## src/rtl/router_pkg.sv

```systemverilog
// Shared router types: flit layout and flit type encoding used by the network interface.
package router_pkg;

    localparam int NUM_OF_FLITS = 8;
    localparam int PAYLOAD_W    = 16;

    typedef enum logic [1:0] {
        HEAD = 2'd0,
        BODY = 2'd1,
        TAIL = 2'd2
    } FLIT_TYPE_t;

    // valid is the MSB, so bit FLIT_SIZE-1 marks a live flit
    typedef struct packed {
        logic                 valid;
        FLIT_TYPE_t           ftype;
        logic [PAYLOAD_W-1:0] payload;
    } FLIT_t;

    localparam int FLIT_SIZE = $bits(FLIT_t);

endpackage

```

## src/rtl/sfifo.sv

```systemverilog
// Synchronous FIFO with combinational head read; simultaneous write and read are both honoured.
module sfifo #(
    parameter int WIDTH  = 8,
    parameter int ADDR_W = 3
) (
    input  logic             clk,
    input  logic             reset_n,
    input  logic             wr_en,
    input  logic [WIDTH-1:0] wr_data,
    input  logic             rd_en,
    output logic [WIDTH-1:0] rd_data,
    output logic             full,
    output logic             empty
);

    localparam int DEPTH = 1 << ADDR_W;

    logic [WIDTH-1:0] mem [DEPTH];
    logic [ADDR_W:0]  wr_ptr;
    logic [ADDR_W:0]  rd_ptr;
    logic             do_wr;
    logic             do_rd;

    // A full FIFO still accepts a write when the head leaves in the same cycle
    assign do_rd = rd_en && !empty;
    assign do_wr = wr_en && (!full || do_rd);

    assign empty   = (wr_ptr == rd_ptr);
    assign full    = (wr_ptr[ADDR_W] != rd_ptr[ADDR_W]) &&
                     (wr_ptr[ADDR_W-1:0] == rd_ptr[ADDR_W-1:0]);
    assign rd_data = mem[rd_ptr[ADDR_W-1:0]];

    always_ff @(posedge clk or negedge reset_n) begin
        if (!reset_n) begin
            wr_ptr <= '0;
            rd_ptr <= '0;
        end else begin
            if (do_wr) wr_ptr <= wr_ptr + 1'b1;
            if (do_rd) rd_ptr <= rd_ptr + 1'b1;
        end
    end

    always_ff @(posedge clk) begin
        if (do_wr) mem[wr_ptr[ADDR_W-1:0]] <= wr_data;
    end

endmodule

```

## src/rtl/ni_inject.sv

```systemverilog
// Network-interface injection port: grants the generator, frames and buffers one packet,
// and forwards flits to the router under credit-based flow control.
module ni_inject
    import router_pkg::*;
#(
    parameter int DEPTH       = 8,
    parameter int CREDITS     = 4,
    parameter int MAX_PKT_LEN = NUM_OF_FLITS,
    parameter int TIMEOUT     = 16
) (
    input  logic        clk,
    input  logic        reset_n,
    input  logic        i_transmit,
    output logic        o_send,
    input  FLIT_t       i_flit,
    output FLIT_t       o_flit,
    output logic        o_valid,
    input  logic        i_credit,
    output logic [15:0] o_pkt_count,
    output logic        o_err,
    output logic        o_busy
);

    localparam int AW  = $clog2(DEPTH);
    localparam int CW  = $clog2(CREDITS) + 1;
    localparam int FCW = $clog2(MAX_PKT_LEN + 1);
    localparam int TW  = $clog2(TIMEOUT + 1);

    typedef enum logic [1:0] {
        IDLE  = 2'd0,
        GRANT = 2'd1,
        RECV  = 2'd2
    } state_t;

    state_t               state;
    state_t               next_state;
    logic [FCW-1:0]       flit_cnt;
    logic [FCW-1:0]       flit_cnt_nxt;
    logic [TW-1:0]        tmo_cnt;
    logic [TW-1:0]        tmo_cnt_nxt;
    logic                 wr_req;
    logic                 pkt_done;
    logic                 frame_err;
    logic                 ovf_err;

    logic [FLIT_SIZE-1:0] fifo_rdata;
    logic                 fifo_full;
    logic                 fifo_empty;
    logic                 pop;
    logic [CW-1:0]        credit_cnt;

    FLIT_t                flit_p1;
    logic                 vld_p1;
    logic [15:0]          pkt_count;
    logic                 err;

    logic                 is_head;
    logic                 is_tail;

    assign is_head = (i_flit.ftype == HEAD);
    assign is_tail = (i_flit.ftype == TAIL);

    sfifo #(
        .WIDTH  (FLIT_SIZE),
        .ADDR_W (AW)
    ) u_buf (
        .clk     (clk),
        .reset_n (reset_n),
        .wr_en   (wr_req),
        .wr_data (i_flit),
        .rd_en   (pop),
        .rd_data (fifo_rdata),
        .full    (fifo_full),
        .empty   (fifo_empty)
    );

    always_ff @(posedge clk or negedge reset_n) begin
        if (!reset_n) begin
            state    <= IDLE;
            flit_cnt <= '0;
            tmo_cnt  <= '0;
        end else begin
            state    <= next_state;
            flit_cnt <= flit_cnt_nxt;
            tmo_cnt  <= tmo_cnt_nxt;
        end
    end

    // flit_cnt == 0 in RECV means no HEAD has been accepted yet for this grant
    always_comb begin
        next_state   = state;
        flit_cnt_nxt = flit_cnt;
        tmo_cnt_nxt  = tmo_cnt;
        wr_req       = 1'b0;
        pkt_done     = 1'b0;
        frame_err    = 1'b0;
        case (state)
            IDLE: begin
                if (i_transmit && fifo_empty) next_state = GRANT;
            end
            GRANT: begin
                next_state   = RECV;
                tmo_cnt_nxt  = '0;
                flit_cnt_nxt = '0;
            end
            RECV: begin
                if (i_flit.valid) begin
                    tmo_cnt_nxt = '0;
                    if (flit_cnt == '0) begin
                        if (is_head) begin
                            wr_req       = 1'b1;
                            flit_cnt_nxt = FCW'(1);
                        end else begin
                            frame_err = 1'b1;
                        end
                    end else if (is_head) begin
                        frame_err    = 1'b1;
                        wr_req       = 1'b1;
                        flit_cnt_nxt = FCW'(1);
                    end else if (flit_cnt == FCW'(MAX_PKT_LEN)) begin
                        frame_err  = 1'b1;
                        next_state = IDLE;
                    end else begin
                        wr_req       = 1'b1;
                        flit_cnt_nxt = flit_cnt + 1'b1;
                        if (is_tail) begin
                            pkt_done   = 1'b1;
                            next_state = IDLE;
                        end
                    end
                end else if (tmo_cnt == TW'(TIMEOUT - 1)) begin
                    frame_err  = 1'b1;
                    next_state = IDLE;
                end else begin
                    tmo_cnt_nxt = tmo_cnt + 1'b1;
                end
            end
            default: next_state = IDLE;
        endcase
    end

    always_comb begin
        o_send = (state == GRANT);
        o_busy = (state != IDLE) || !fifo_empty;
    end

    assign ovf_err = wr_req && fifo_full && !pop;
    assign pop     = !fifo_empty && (credit_cnt != '0);

    always_ff @(posedge clk or negedge reset_n) begin
        if (!reset_n) begin
            pkt_count <= '0;
            err       <= 1'b0;
        end else begin
            if (pkt_done)             pkt_count <= pkt_count + 1'b1;
            if (frame_err || ovf_err) err       <= 1'b1;
        end
    end

    // A pop and a returned credit in the same cycle cancel out
    always_ff @(posedge clk or negedge reset_n) begin
        if (!reset_n) begin
            credit_cnt <= CW'(CREDITS);
        end else if (pop && !i_credit) begin
            credit_cnt <= credit_cnt - 1'b1;
        end else if (!pop && i_credit && (credit_cnt != CW'(CREDITS))) begin
            credit_cnt <= credit_cnt + 1'b1;
        end
    end

    // Stage p1: registered output toward the router
    always_ff @(posedge clk or negedge reset_n) begin
        if (!reset_n) begin
            flit_p1 <= '0;
            vld_p1  <= 1'b0;
        end else begin
            flit_p1 <= pop ? FLIT_t'(fifo_rdata) : '0;
            vld_p1  <= pop;
        end
    end

    assign o_flit      = flit_p1;
    assign o_valid     = vld_p1;
    assign o_pkt_count = pkt_count;
    assign o_err       = err;

endmodule

```

## config.mk

```make
export PLATFORM = sky130hd
export DESIGN_NAME = ni_inject
export DESIGN_NICKNAME = d
export VERILOG_FILES = /design/src/rtl/router_pkg.sv /design/src/rtl/sfifo.sv /design/src/rtl/ni_inject.sv
export SDC_FILE = /design/constraint.sdc
export NUM_CORES = 1
export LEC_CHECK = 0
export ABC_CLOCK_PERIOD_IN_PS = 4400
export BUFFER_PORTS_ARGS = -buffer_cell sky130_fd_sc_hd__buf_4
export CAP_MARGIN = 20
export CORE_MARGIN = 3
export CORE_UTILIZATION = 55
export CTS_BUF_LIST = sky130_fd_sc_hd__clkbuf_8 sky130_fd_sc_hd__clkbuf_16
export CTS_CLUSTER_DIAMETER = 60
export DETAILED_ROUTE_END_ITERATION = 6
export PLACE_DENSITY = 0.84
export SLEW_MARGIN = 20
export SYNTH_ARGS = -nofsm -noshare
export SYNTH_HDL_FRONTEND = slang
export SYNTH_HIERARCHICAL = 1
export SYNTH_SLANG_ARGS = --single-unit
```

## constraint.sdc

```tcl
create_clock -name clk -period 4.4 [get_ports clk]
set_input_delay 0.66 -clock clk [delete_from_list [all_inputs] [get_ports clk]]
set_output_delay 0.66 -clock clk [all_outputs]
set_load 0.005 [all_outputs]
```

==> metrics.yaml <==
status: "finished, final reports clean"
p_leak_nw: 3.72
fillers: 964
clk_path_buf_depth: 3
dp_slack_ns: 0.737
post_cts_buffers: 0
ant_nets: 0
hold_ws_ns: 0.252
cts.sinks: 211
drv_cap: 0
reg2reg_depth: 8
finClkSkew_ns: 0.0130
antenna-diode-count: 0
min_period_ns: 3.84
path_max_fanout: 19
tightest_slew_ns: 0.907
worst_slew_margin_rel_pct: 38.6
p_switching_mw: 1.84
timing.final.ws_setup_ns: 0.560
rows: 45
end_kind: "flip-flop"
synth-compound-area-share_pct: 3.73
drtPass1Iterations: 4
ys_seq_elements: 211
r2r_end: "u_buf/mem[0][9]$_DFFE_PP_"
drc: 0
synth_top_family_by_area: "multiplexers"
drt_iter0_markers: 343
port_buffers: 61
cts_htree_levels: 1
cp.required_ns: 4.64
register_area_mm2: 0.00604
synthMuxAreaShare_pct: 12.9
synth_edf_count: 152
grt_overflow: 0
postSynthAreaPerCell_um2: 17.2
grt_usage_pct: 20.6
fp.dieW_um: 131
multi_input_area_mm2: 0.00245
worst_hold_path_type: "in2async"
power.share.switching_pct: 29.0
internal_power_mw: 4.51
dieArea_mm2: 0.0171
cts_hold_buf: 0
viasPerCell: 5.85
ys_async_sr_fraction_pct: 28.0
cts_tree: "done"
synthDistinctLibCells: 53
clk_latency_ns: 0.50
antenna_found_initial: 0
nNetsFinal: 603
cts_buffers: 22
grt_pass1_wl_um: 26900
endpoint: "u_buf/mem[0][9]$_DFFE_PP_"
yosys.area_share.adder_pct: 1.25
syn-num-nets: 529
critPathKind: "reg2reg"
hold_viol_final: 0
reg2reg_slack_ns: 0.56
cts_resized: 0
synthSimpleGateAreaFrac_pct: 7.71
pwr-share-comb_pct: 28.9
setup_viol: 0
synth_ff_type: "edfxtp_1"
pwr-share-clk_pct: 31.1
core-area_mm2: 0.0153
chipHeight_um: 131
rsz0062_at_grt: "false"
syn2layout_area_growth_pct: 17.9
powerDensity_mw_per_mm2: 627
cts-root-buf: "clkbuf_16"
pwr-share-seq_pct: 40.1
drive_gt1_share_pct: 31.5
r2r-start: "u_buf/wr_ptr[2]$_DFFE_PN0P_"
grt_pass1_vias: 4943
wl_per_cell_um: 21.2
setup_tns_ns: 0
yosysSeqAreaShare_pct: 70.4
postSynthCellCount: 498
ys_warn_count: 6
startpoint: "u_buf/wr_ptr[2]$_DFFE_PN0P_"
path_clk_slew_ns: 0.06
crit_path_start_kind: "flip-flop"
dp_hpwl_um: 10000
start_util_pct: 56.3
gp_congestion: 0.853
wl_um: 16900
final-max-slew-violation-count: 0
syn_area_mm2: 0.00859
irDropWorstVdd_mv: 0.360
grt_max_degree: 60
ios: 62
vias: 4674
finalCritPeriodShare_pct: 87.3
max_freq_mhz: 260
critPathArrivalTime_ns: 4.08
synth_xor_area_share_pct: 2.55
==> registers in the layout, indices dropped and copies added (netlist names) <==
signal / flops
u_buf/rd_ptr: 4
o_err: 1
flit_cnt: 4
u_buf/wr_ptr: 4
o_valid: 1
state: 2
o_pkt_count: 16
tmo_cnt: 5
credit_cnt: 3
u_buf/mem: 152
o_flit: 19
==> metal layers <==
layer  track usage, %  wire length [um]  vias up
li1                 -                 -     2083
met1             28.3              6880     2380
met2             33.5              8540      179
met3             3.94              1090       32
met4             6.90               393        0
met5                0                 0        -
==> critical path: stages, from the launching register on <==
cell	delay, ns
dfrtp_1	0.60
xnor2_1	0.20
nand3_1	0.36
nor2_1	0.51
nor2_2	0.23
buf_4	0.27
o311ai_1	0.81
nor3_2	0.31
buf_4	0.29
==> worst min-delay path by stage <==
stage | startpoint | end | slack [ns] | depth (start not counted)
after floorplan | reset_n | credit_cnt[0]$_DFFE_PN0P_ | 0.36 | 0
after global placement | o_pkt_count[15]$_DFFE_PN0P_ | o_pkt_count[15]$_DFFE_PN0P_ | 0.46 | 1
after detailed placement | o_pkt_count[15]$_DFFE_PN0P_ | o_pkt_count[15]$_DFFE_PN0P_ | 0.47 | 1
after CTS | reset_n | o_flit[3]$_DFF_PN0_ | 0.27 | 1
after global routing | reset_n | o_flit[5]$_DFF_PN0_ | 0.30 | 1
final | reset_n | o_flit[5]$_DFF_PN0_ | 0.25 | 1
==> stage by stage <==
step                total power [mW]  util (%)  cell area, um2  cells
floorplan                       3.85         -            8590    498
global placement                4.31      61.1            9320    759
detailed placement              4.41      61.2            9340    759
CTS                             6.41      66.4           10100    799
global route                    6.67      66.4           10100    799
finish                          6.35      66.4           10100    799
==> placed cells by master (no fill, tap or decap), types with 8 or more instances in the layout <==
master,count
nand3_1,9
nand2_1,15
buf_4,72
dfrtp_1,57
inv_1,12
xnor2_1,17
clkbuf_16,23
o21ai_0,15
nor2_1,19
edfxtp_1,152
mux4_2,38
xor2_1,8
and2_1,19
mux2_2,22
==> cell usage after synthesis, drive strengths merged, types with 2 or more instances <==
cell type	n	area (um2)
nand2	15	56.3
nor3	10	55.1
mux2	22	248
nor4	3	18.8
nand4	7	43.8
a32o	3	30.0
xor2	8	70.1
and4	2	17.5
nand2b	5	31.3
o21a	2	15.0
o211ai	2	15.0
edfxtp	152	4560
a22o	4	35.0
and2	19	119
a21oi	7	38.8
nor2	21	78.8
nor3b	3	22.5
o2bb2ai	2	17.5
xnor2	17	149
nor2b	4	25.0
buf	10	50.1
and3	5	31.3
nand3b	2	27.5
o21ai	16	80.1
ha	7	87.6
or3	2	12.5
dfrtp	58	1450
or2	3	18.8
mux4	38	856
clkbuf	12	45.0
nand3	9	45.0
inv	10	37.5
o311ai	3	26.3
==> cell type report <==
cell class                      instances  share of cell area, %
Timing Repair Buffer                   72                   5.34
Sequential cell                       211                   59.7
Clock buffer                           25                   5.96
Inverter                               10                  0.371
Multi-Input combinational cell        255                   24.2
Tap cell                              211                   2.61
Clock inverter                         15                   1.84
==> logic make-up after synthesis <==
logic type               count (synthesis)
multiplexers                            60
XOR/XNOR                                25
buffers and inverters                   32
flip-flops                             211
AND/OR/NAND/NOR                        115
adder cells (fa/ha/maj)                  8
AO/OA/AOI/OAI                           47
==> power groups by stage <==
stage	sequential (mW)	clock, mW	combinational (mW)
2_1_floorplan	2.52	0	1.33
3_3_place_gp	2.55	0	1.76
3_5_place_dp	2.57	0	1.84
4_1_cts	2.54	2.01	1.86
5_1_grt	2.57	2.08	2.02
6_report	2.54	1.97	1.83
(Power assumes the default switching activity.)
